<file path="src/rtl/reg_wb_arbiter_if.sv">
// Writeback bus between the NUM_REQ writeback sources / issue stage (master)
// and the register-file write-port arbiter (slave).
interface reg_wb_arbiter_if #(
  parameter int NUM_REQ   = 3,
  parameter int REG_SEL_W = 5,
  parameter int DATA_W    = 32
);
  logic [NUM_REQ-1:0]           req_valid;
  logic [NUM_REQ*REG_SEL_W-1:0] req_addr;
  logic [NUM_REQ*DATA_W-1:0]    req_data;
  logic [NUM_REQ-1:0]           req_ready;
  logic                         issue_en;
  logic [REG_SEL_W-1:0]         issue_addr;
  logic                         wr_en;
  logic [REG_SEL_W-1:0]         wr_addr;
  logic [DATA_W-1:0]            wr_data;
  logic [2**REG_SEL_W-1:0]      busy;
  logic                         proto_err;

  modport master (
    output req_valid, req_addr, req_data, issue_en, issue_addr,
    input  req_ready, wr_en, wr_addr, wr_data, busy, proto_err
  );

  modport slave (
    input  req_valid, req_addr, req_data, issue_en, issue_addr,
    output req_ready, wr_en, wr_addr, wr_data, busy, proto_err
  );
endinterface

</file>
<file path="src/rtl/reg_wb_arbiter.sv">
// Register-file write-port arbiter with pending-write scoreboard.
// Define WB_ARB_RR_EN for round-robin grant; default is fixed priority (lowest index wins).
module reg_wb_arbiter #(
  parameter int NUM_REQ   = 3,
  parameter int REG_SEL_W = 5,
  parameter int DATA_W    = 32
) (
  input  logic                clk,
  input  logic                rst,
  reg_wb_arbiter_if.slave     bus
);
  localparam int NUM_REGS = 2**REG_SEL_W;
  localparam int IDX_W    = $clog2(NUM_REQ);

  logic [NUM_REQ-1:0]   w_pick;
  logic [NUM_REQ-1:0]   w_gnt;
  logic                 w_xfer;
  logic [IDX_W-1:0]     w_gnt_idx;
  logic [REG_SEL_W-1:0] w_gnt_addr;
  logic [DATA_W-1:0]    w_gnt_data;
  logic [NUM_REGS-1:0]  w_busy_nxt;
  logic                 w_err_nxt;

  logic                 r_wr_en;
  logic [REG_SEL_W-1:0] r_wr_addr;
  logic [DATA_W-1:0]    r_wr_data;
  logic [NUM_REGS-1:0]  r_busy;
  logic                 r_proto_err;

`ifdef WB_ARB_RR_EN
  // r_rr_ptr is the index where the next search starts (one past the last grant).
  logic [IDX_W-1:0] r_rr_ptr;

  function automatic logic [NUM_REQ-1:0] rr_pick(input logic [NUM_REQ-1:0] valid,
                                                 input int start);
    logic [NUM_REQ-1:0] g;
    int idx;
    g = '0;
    for (int off = NUM_REQ - 1; off >= 0; off--) begin
      idx = start + off;
      if (idx >= NUM_REQ) idx -= NUM_REQ;
      if (valid[idx]) begin
        g      = '0;
        g[idx] = 1'b1;
      end
    end
    return g;
  endfunction

  assign w_pick = rr_pick(bus.req_valid, int'(r_rr_ptr));

  always_ff @(posedge clk or posedge rst) begin
    if (rst) begin
      r_rr_ptr <= '0;
    end else if (w_xfer) begin
      r_rr_ptr <= (w_gnt_idx == IDX_W'(NUM_REQ - 1)) ? '0 : w_gnt_idx + 1'b1;
    end
  end
`else
  assign w_pick = bus.req_valid & (~bus.req_valid + NUM_REQ'(1));
`endif

  // The write port never back-pressures, so any valid request is granted.
  assign w_gnt  = rst ? '0 : w_pick;
  assign w_xfer = |w_gnt;

  // NOTE: every variable gets a default first so no path through the block infers a latch.
  always_comb begin
    w_gnt_idx = '0;
    for (int i = 0; i < NUM_REQ; i++) begin
      if (w_gnt[i]) w_gnt_idx = IDX_W'(i);
    end
  end

  assign w_gnt_addr = bus.req_addr[int'(w_gnt_idx)*REG_SEL_W +: REG_SEL_W];
  assign w_gnt_data = bus.req_data[int'(w_gnt_idx)*DATA_W +: DATA_W];

  // Clear before set: an issue to the register being written this cycle re-arms it
  // without flagging an error, since the old write has just been consumed.
  always_comb begin
    w_busy_nxt = r_busy;
    w_err_nxt  = r_proto_err;
    if (w_xfer) w_busy_nxt[w_gnt_addr] = 1'b0;
    if (bus.issue_en && bus.issue_addr != '0) begin
      if (w_busy_nxt[bus.issue_addr]) w_err_nxt = 1'b1;
      w_busy_nxt[bus.issue_addr] = 1'b1;
    end
  end

  // NOTE: non-blocking assignments so every register samples pre-edge values.
  always_ff @(posedge clk or posedge rst) begin
    if (rst) begin
      r_wr_en     <= 1'b0;
      r_wr_addr   <= '0;
      r_wr_data   <= '0;
      r_busy      <= '0;
      r_proto_err <= 1'b0;
    end else begin
      r_wr_en     <= w_xfer && (w_gnt_addr != '0);
      if (w_xfer) begin
        r_wr_addr <= w_gnt_addr;
        r_wr_data <= w_gnt_data;
      end
      r_busy      <= w_busy_nxt;
      r_proto_err <= w_err_nxt;
    end
  end

  assign bus.req_ready = w_gnt;
  assign bus.wr_en     = r_wr_en;
  assign bus.wr_addr   = r_wr_addr;
  assign bus.wr_data   = r_wr_data;
  assign bus.busy      = r_busy;
  assign bus.proto_err = r_proto_err;
endmodule
</file>
<file path="src/flat_wrapper.sv">
// flat-port wrapper written by rule: the top's interface ports become plain ports
module reg_wb_arbiter_flat 
#(
  parameter int NUM_REQ   = 3,
  parameter int REG_SEL_W = 5,
  parameter int DATA_W    = 32
)
  (clk, rst, bus_req_valid, bus_req_addr, bus_req_data, bus_issue_en, bus_issue_addr, bus_req_ready, bus_wr_en, bus_wr_addr, bus_wr_data, bus_busy, bus_proto_err);
  reg_wb_arbiter_if #(.NUM_REQ(NUM_REQ), .REG_SEL_W(REG_SEL_W), .DATA_W(DATA_W)) bus_i ();
  input  logic clk;
  input  logic rst;
  input wire logic [$bits(bus_i.req_valid)-1:0] bus_req_valid;
  input wire logic [$bits(bus_i.req_addr)-1:0] bus_req_addr;
  input wire logic [$bits(bus_i.req_data)-1:0] bus_req_data;
  input wire logic [$bits(bus_i.issue_en)-1:0] bus_issue_en;
  input wire logic [$bits(bus_i.issue_addr)-1:0] bus_issue_addr;
  output wire logic [$bits(bus_i.req_ready)-1:0] bus_req_ready;
  output wire logic [$bits(bus_i.wr_en)-1:0] bus_wr_en;
  output wire logic [$bits(bus_i.wr_addr)-1:0] bus_wr_addr;
  output wire logic [$bits(bus_i.wr_data)-1:0] bus_wr_data;
  output wire logic [$bits(bus_i.busy)-1:0] bus_busy;
  output wire logic [$bits(bus_i.proto_err)-1:0] bus_proto_err;
  assign bus_i.req_valid = bus_req_valid;
  assign bus_i.req_addr = bus_req_addr;
  assign bus_i.req_data = bus_req_data;
  assign bus_i.issue_en = bus_issue_en;
  assign bus_i.issue_addr = bus_issue_addr;
  assign bus_req_ready = bus_i.req_ready;
  assign bus_wr_en = bus_i.wr_en;
  assign bus_wr_addr = bus_i.wr_addr;
  assign bus_wr_data = bus_i.wr_data;
  assign bus_busy = bus_i.busy;
  assign bus_proto_err = bus_i.proto_err;
  reg_wb_arbiter #(.NUM_REQ(NUM_REQ), .REG_SEL_W(REG_SEL_W), .DATA_W(DATA_W)) u_core (.clk(clk), .rst(rst), .bus(bus_i));
endmodule
</file>
<file path="config.mk">
export PLATFORM = sky130hd
export DESIGN_NAME = reg_wb_arbiter_flat
export DESIGN_NICKNAME = d
export VERILOG_FILES = /design/src/rtl/reg_wb_arbiter_if.sv /design/src/rtl/reg_wb_arbiter.sv /design/src/flat_wrapper.sv
export SDC_FILE = /design/constraint.sdc
export NUM_CORES = 1
export LEC_CHECK = 0
export ABC_AREA = 1
export ABC_CLOCK_PERIOD_IN_PS = 3000
export CAP_MARGIN = 20
export CORE_ASPECT_RATIO = 0.5
export CORE_UTILIZATION = 41
export DETAILED_ROUTE_END_ITERATION = 16
export GPL_TIMING_DRIVEN = 1
export MAX_ROUTING_LAYER = met4
export PLACE_DENSITY_LB_ADDON = 0.08
export SLEW_MARGIN = 30
export SYNTH_ARGS = -nofsm -noshare
export SYNTH_HDL_FRONTEND = slang
export SYNTH_SLANG_ARGS = --single-unit
</file>
<file path="constraint.sdc">
create_clock -name clk -period 3 [get_ports clk]
set_input_delay 0.6 -clock clk [delete_from_list [all_inputs] [get_ports clk]]
set_output_delay 0.6 -clock clk [all_outputs]
set_load 0.05 [all_outputs]
</file>
==> run_results.csv, run 1 <==
group,metric,value,unit
run_status,status,"finished, final reports clean",
cells_and_area,nets,877,
logic_synthesis,yosysTopAreaCell,"dfrtp_1",
timing,relSlewSlack,55.9,%
timing,drv_slew,0,
timing,grt_setup_unrepaired,"false",
clock_tree,clk_pin_slew,0.05,ns
floorplan,ios,196,
logic_synthesis,yosys.area.top_type_share,44.5,%
setup_path,critPathCaptureType,"primary output",
timing,skew,0.00393,ns
route,wl_per_cell,14.4,um
logic_synthesis,async_flop_share,100,%
logic_synthesis,synth.most_common_cell,"nand2_1",
logic_synthesis,syn_inst,557,
setup_path,startpoint,"rst",
grt,grt_pass1_wl,20300,um
grt,use_met2,44.3,%
placed_design,portBuffers,195,
logic_synthesis,synth_edf_count,0,
pwr,p_leak,2.88,nW
setup_path,crit_slowest_cell,"clkdlybuf4s50_1",
route,drt-initial-drc-count,214,
pwr,ir_drop,0.506,mV
setup_path,critPathMaxStageDelay,0.51,ns
route,wirelength,12900,um
setup_path,start_kind,"input port",
clock_tree,cts_buffer_depth,2,
floorplan,die_area,10200,um2
cells_and_area,drive_gt1_share,8.29,%
cells_and_area,antenna_cells,0,
placed_design,gp_congestion,0.898,
floorplan,num_rows,25,
floorplan,die_h,71.8,um
clock_tree,hold_buffers,0,
cells_and_area,fillers,855,
timing,tightestPinTransition,0.662,ns
logic_synthesis,ys.flop_type,"dfrtp_1",
timing,fin_crit_sh,90.3,%
placed_design,hpwl,9610,um
timing,setup_viol,0,
grt,grt_use_met1,33.1,%
setup_path,arrival,2.11,ns
route,viasPerCell,4.89,
timing,tns,0,ns
setup_path,r2r-start,"u_core.bus.busy[21]$_DFF_PP0_",
logic_synthesis,synth_common_cells,"nand2_1, o21ai_0, dfrtp_1",
timing,hold_viol_final,0,
logic_synthesis,syn_area,3990,um2
setup_path,crit_required,2.40,ns
clock_tree,root_buffer,"clkbuf_16",
setup_path,critPathTopFamily,"buffers and inverters",
grt,overflow,0,
setup_path,cp_num_buf_inv,4,
grt,first_global_vias,4052,
logic_synthesis,syn_avg_cell_area,7.17,um2
logic_synthesis,synthDistinctLibCells,28,
clock_tree,cts_buffers,9,
grt,grtUsageMet3,6.75,%
job,maxCapViolations,0,
route,drc,0,
clock_tree,cts_setup_buffers,0,
grt,top_usage_layer,"met2",
logic_synthesis,yosys_warnings,0,
timing,setup_ws,0.290,ns
clock_tree,clk_latency,0.33,ns
route,drtPass1Iterations,5,
route,vias,4379,
logic_synthesis,syn_nets,679,
min_path,hold_start,"u_core.bus.wr_addr[2]$_DFFE_PP0N_",
floorplan,fp.coreArea,9450,um2
min_path,min_path_type,"reg -> reg",
timing,fmax,369,MHz
logic_synthesis,synth_seq_cells,71,
clock_tree,clock_sinks,71,
pwr,power.density,632,nW/um2
grt,antenna_found_initial,0,
clock_tree,h-tree-depth,3,
route,ant_nets,0,
grt,grt_max_degree,72,
clock_tree,cts_tree,"built",
floorplan,initial_utilization,42.3,%
floorplan,die-width,142,um
setup_path,path_class,"in -> out",
grt,track_usage,26.9,%
logic_synthesis,synthTopCellsByArea,"dfrtp_1, nand2_1, o21ai_0, nand3_1, inv_1",
logic_synthesis,synth-seq-area-share,44.5,%
cells_and_area,syn_to_final_growth,61.3,%
timing,period_needed,2.71,ns
setup_path,path_max_fanout,33,
placed_design,dp_slack,0.0467,ns
setup_path,crit_path_cell_trace,"clkdlybuf4s50_1 > nor2_8 > nand2_4 > inv_4 > buf_4 > buf_12",
clock_tree,ctsResizeCount,0,
==> flip-flops by register name, summed over array words and instances, names as in the netlist <==
name	flops
u_core.bus.wr_en	1
u_core.bus.wr_data	32
u_core.bus.proto_err	1
u_core.bus.wr_addr	5
u_core.bus.busy	32
==> kinds of logic after synthesis <==
group,Yosys count,share of synthesized area (%)
and+or+nand+nor,311,34.5
AOI/OAI and AO/OA,119,15.5
buffers and inverters,56,5.55
DFF,71,44.5
==> final timing paths <==
kind | slack [ns] | end | cells past startpoint
max | 0.29 | bus_req_ready[1] | 6
min | 0.48 | u_core.bus.wr_addr[2]$_DFFE_PP0N_ | 2
max reg2reg | 1.90 | u_core.bus.proto_err$_DFFE_PP0P_ | 8
min reg2reg | 0.48 | u_core.bus.wr_addr[2]$_DFFE_PP0N_ | 2
max in group asynchronous | 1.47 | u_core.bus.wr_data[19]$_DFFE_PP0N_ | 4
min in group asynchronous | 1.04 | u_core.bus.busy[8]$_DFF_PP0_ | 4
==> per-stage QoR <==
step                      instance area, um2  util (%)  hold WS [ns]  std cells  power [mW]
final                                   6440      68.2         0.479        895        4.07
after detailed placement                6150      65.1         0.470        879        3.08
after global routing                    6440      68.2         0.504        895        4.26
after global placement                  6150      65.1         0.466        879        3.07
after CTS                               6430      68.1         0.485        895        4.10
after floorplan                         4000         -         0.736        557        2.36
==> tightest hold or removal path, stage by stage, from the launching register on <==
cell and delay [ns]:
dfrtp_1 0.34, nand2_1 0.05, o21ai_0 0.06
==> cells in the final DEF, fill, tap and decap left out, drive strengths merged <==
| master | n |
|---|---|
| a31oi | 1 |
| o31ai | 1 |
| nor3 | 5 |
| nand4 | 4 |
| clkdlybuf4s50 | 192 |
| a21boi | 3 |
| clkinvlp | 2 |
| a21oi | 1 |
| inv | 32 |
| nand2 | 223 |
| o21bai | 3 |
| clkinv | 4 |
| nor2 | 23 |
| clkbuf | 12 |
| buf | 17 |
| nand3 | 56 |
| o21ai | 110 |
| dfrtp | 71 |
==> power by group <==
part	total, mW	internal [mW]	leakage, nW	switching (mW)
Sequential	1.27	1.16	0.864	0.108
Clock	1.00	0.606	0.139	0.397
Combinational	1.80	0.635	1.88	1.16
Total	4.07	2.40	2.88	1.67
==> cell type report <==
cell class                 count  area [um2]  area share [%]
clock buffer                  12         256            3.98
timing repair buffer         209        2080            32.3
inverter                      34         135            2.10
multi-input combinational    430        1990            31.0
sequential                    71        1780            27.6
clock inverter                 4        30.0           0.466
tap                          135         169            2.62
==> metal layers <==
metal | part of all wire [%] | vias up
met2 | 48 | 142
met3 | 7.4 | 10
li1 | - | 2231
met4 | 0.74 | 0
met5 | 0 | -
met1 | 44 | 1996
(Power assumes the default switching activity.)
==> run 2, diff against run 1 <==
Settings changed: ABC_AREA 1 to 0.
==> run 2 against run 1 <==
Sequential share of layout area shrank 0.23 points. Global-route usage up 2.1 points. Final area is 0.85% higher. First-iteration DRC count up 34%. Fmax is 6.4% lower. Clock power is 8% higher. Largest cell class unchanged. Highest routed layer unchanged.
==> run_results.csv, run 2 <==
group,metric,value,unit
run_status,status,"finished, final reports clean",
setup_path,path_max_fanout,33,
logic_synthesis,synth-seq-area-share,44.9,%
clock_tree,ctsResizeCount,0,
grt,antenna_found_initial,0,
floorplan,die_area,10100,um2
logic_synthesis,syn_area,3960,um2
pwr,internal_power,2.44,mW
route,viasPerCell,5.37,
timing,period_needed,2.90,ns
timing,tightestPinTransition,0.715,ns
timing,fin_crit_sh,96.5,%
setup_path,crit_required,2.40,ns
logic_synthesis,syn_nets,596,
route,drt-initial-drc-count,286,
grt,grt_pass1_wl,21700,um
clock_tree,hold_buffers,0,
clock_tree,h-tree-depth,3,
cells_and_area,mostFrequentLayoutCells,"clkdlybuf4s50_1, nand2_1, o21ai_0",
placed_design,gp_congestion,0.895,
pwr,p_sw,1.62,mW
job,maxCapViolations,0,
timing,grt_setup_unrepaired,"false",
clock_tree,cts_tree,"built",
cells_and_area,fillers,736,
pwr,switching_share,39.9,%
pwr,clockPowerShare,26.5,%
pwr,power.density,625,nW/um2
logic_synthesis,synth_seq_cells,71,
placed_design,place_inst,794,
cells_and_area,ff_latch_area,1780,um2
placed_design,portBuffers,195,
placed_design,dp_slack,-0.0872,ns
cells_and_area,drive_gt1_share,10.0,%
min_path,min_path_type,"reg -> reg",
cells_and_area,instances_no_fill,810,
clock_tree,cts_buffers,9,
floorplan,die-width,141,um
floorplan,initial_utilization,43.8,%
timing,setup_viol,0,
logic_synthesis,yosysTopAreaCell,"dfrtp_1",
timing,skew,0.00372,ns
clock_tree,clock_sinks,71,
placed_design,hpwl,10200,um
floorplan,die_h,71.5,um
logic_synthesis,syn_inst,474,
clock_tree,cts_setup_buffers,0,
clock_tree,clk_pin_slew,0.05,ns
logic_synthesis,yosys_warnings,0,
setup_path,start_kind,"input port",
route,wirelength,13800,um
pwr,p_leak,2.62,nW
logic_synthesis,synthTopCellsByArea,"dfrtp_1, o21ai_0, nand2_1, a21oi_1, mux4_2",
pwr,p_comb_share,42.2,%
logic_synthesis,synthDistinctLibCells,55,
timing,worst_hold_slack,0.477,ns
logic_synthesis,synth_edf_count,0,
route,ant_nets,0,
floorplan,num_rows,24,
cells_and_area,nets,797,
timing,drv_slew,0,
logic_synthesis,synth_common_cells,"nand2_1, o21ai_0, dfrtp_1",
timing,relSlewSlack,52.3,%
setup_path,critPathCaptureType,"primary output",
logic_synthesis,synth.most_common_cell,"nand2_1",
cells_and_area,multi_input_area,2020,um2
route,vias,4353,
grt,grt_max_degree,44,
route,drc,0,
clock_tree,cts_buffer_depth,2,
floorplan,fp.coreArea,9040,um2
cells_and_area,layout.cells.most_common,"clkdlybuf4s50_1",
grt,overflow,0,
timing,setup_ws,0.104,ns
timing,fmax,345,MHz
route,wl_per_cell,17.1,um
grt,first_global_vias,4061,
setup_path,arrival,2.30,ns
clock_tree,clk_latency,0.33,ns
grt,track_usage,29.0,%
logic_synthesis,async_flop_share,100,%
logic_synthesis,yosys.area.top_type_share,44.9,%
timing,hold_viol_final,0,
logic_synthesis,ys.flop_type,"dfrtp_1",
pwr,finalPower,4.06,mW
pwr,ir_drop,0.474,mV
logic_synthesis,syn_avg_cell_area,8.34,um2
clock_tree,root_buffer,"clkbuf_16",
cells_and_area,antenna_cells,0,
setup_path,path_class,"in -> out",
cells_and_area,syn_to_final_growth,64.2,%
pwr,pwr-share-seq,31.3,%
floorplan,ios,196,
route,drtPass1Iterations,5,
==> run 2: path summary, 6_finish.rpt <==
path,from,to,slack (ns),cells after the start
worst max-delay path,bus_req_valid[0],bus_req_ready[1],0.10,6
worst min-delay path,u_core.bus.wr_addr[3]$_DFFE_PP0N_,u_core.bus.wr_addr[3]$_DFFE_PP0N_,0.48,2
worst max register to register,u_core.bus.busy[11]$_DFF_PP0_,u_core.bus.proto_err$_DFFE_PP0P_,1.33,5
worst min register to register,u_core.bus.wr_addr[3]$_DFFE_PP0N_,u_core.bus.wr_addr[3]$_DFFE_PP0N_,0.48,2
max in group asynchronous,rst,u_core.bus.busy[18]$_DFF_PP0_,1.38,4
min in group asynchronous,rst,u_core.bus.wr_addr[1]$_DFFE_PP0N_,0.97,3
==> run 2: kinds of logic after synthesis <==
kind of cell | Yosys count | share of synthesized area [%]
flip-flops | 71 | 44.9
buffers and inverters | 40 | 4.18
XOR/XNOR | 4 | 0.886
AND/OR/NAND/NOR | 155 | 17.6
multiplexers | 6 | 3.42
AO/OA/AOI/OAI | 198 | 29.0
==> run 2: per-layer routing <==
layer  GRT usage, %  vias to the layer above  part of all wire (%)
li1               -                     2105                     -
met4           8.94                        0                   1.8
met5              -                        -                     0
met2           47.3                      183                    48
met1           37.4                     2041                    43
met3           5.15                       24                   6.8
==> run 2: cell type report <==
type / count / area share [%]
clock buffers: 9 / 3.47
clock inverters: 7 / 1.23
inverters: 8 / 0.462
multi-input cells: 363 / 31.1
flip-flops and latches: 71 / 27.4
well taps: 130 / 2.50
repair buffers: 222 / 33.8
==> run 2: worst max-delay path: stages <==
cell and delay, ns:
clkdlybuf4s50_1 0.60, nor2_1 0.12, nand2_2 0.12, buf_4 0.35
inv_1 0.26, buf_12 0.22
==> run 2: stage by stage <==
step / TNS (ns) / instance area, um2 / utilization (%)
2_1_floorplan: 0 / 3960 / -
3_3_place_gp: -0.00517 / 6190 / 68.5
3_5_place_dp: -0.0872 / 6190 / 68.5
4_1_cts: 0 / 6490 / 71.8
5_1_grt: 0 / 6490 / 71.8
6_report: 0 / 6490 / 71.8
==> run 2: power groups by stage <==
stage	Clock, mW	Combinational, mW	Sequential (mW)
floorplan	0	0.366	1.92
global placement	0	1.69	1.28
detailed placement	0	1.70	1.28
CTS	1.10	1.71	1.27
global route	1.14	1.79	1.30
finish	1.08	1.71	1.27
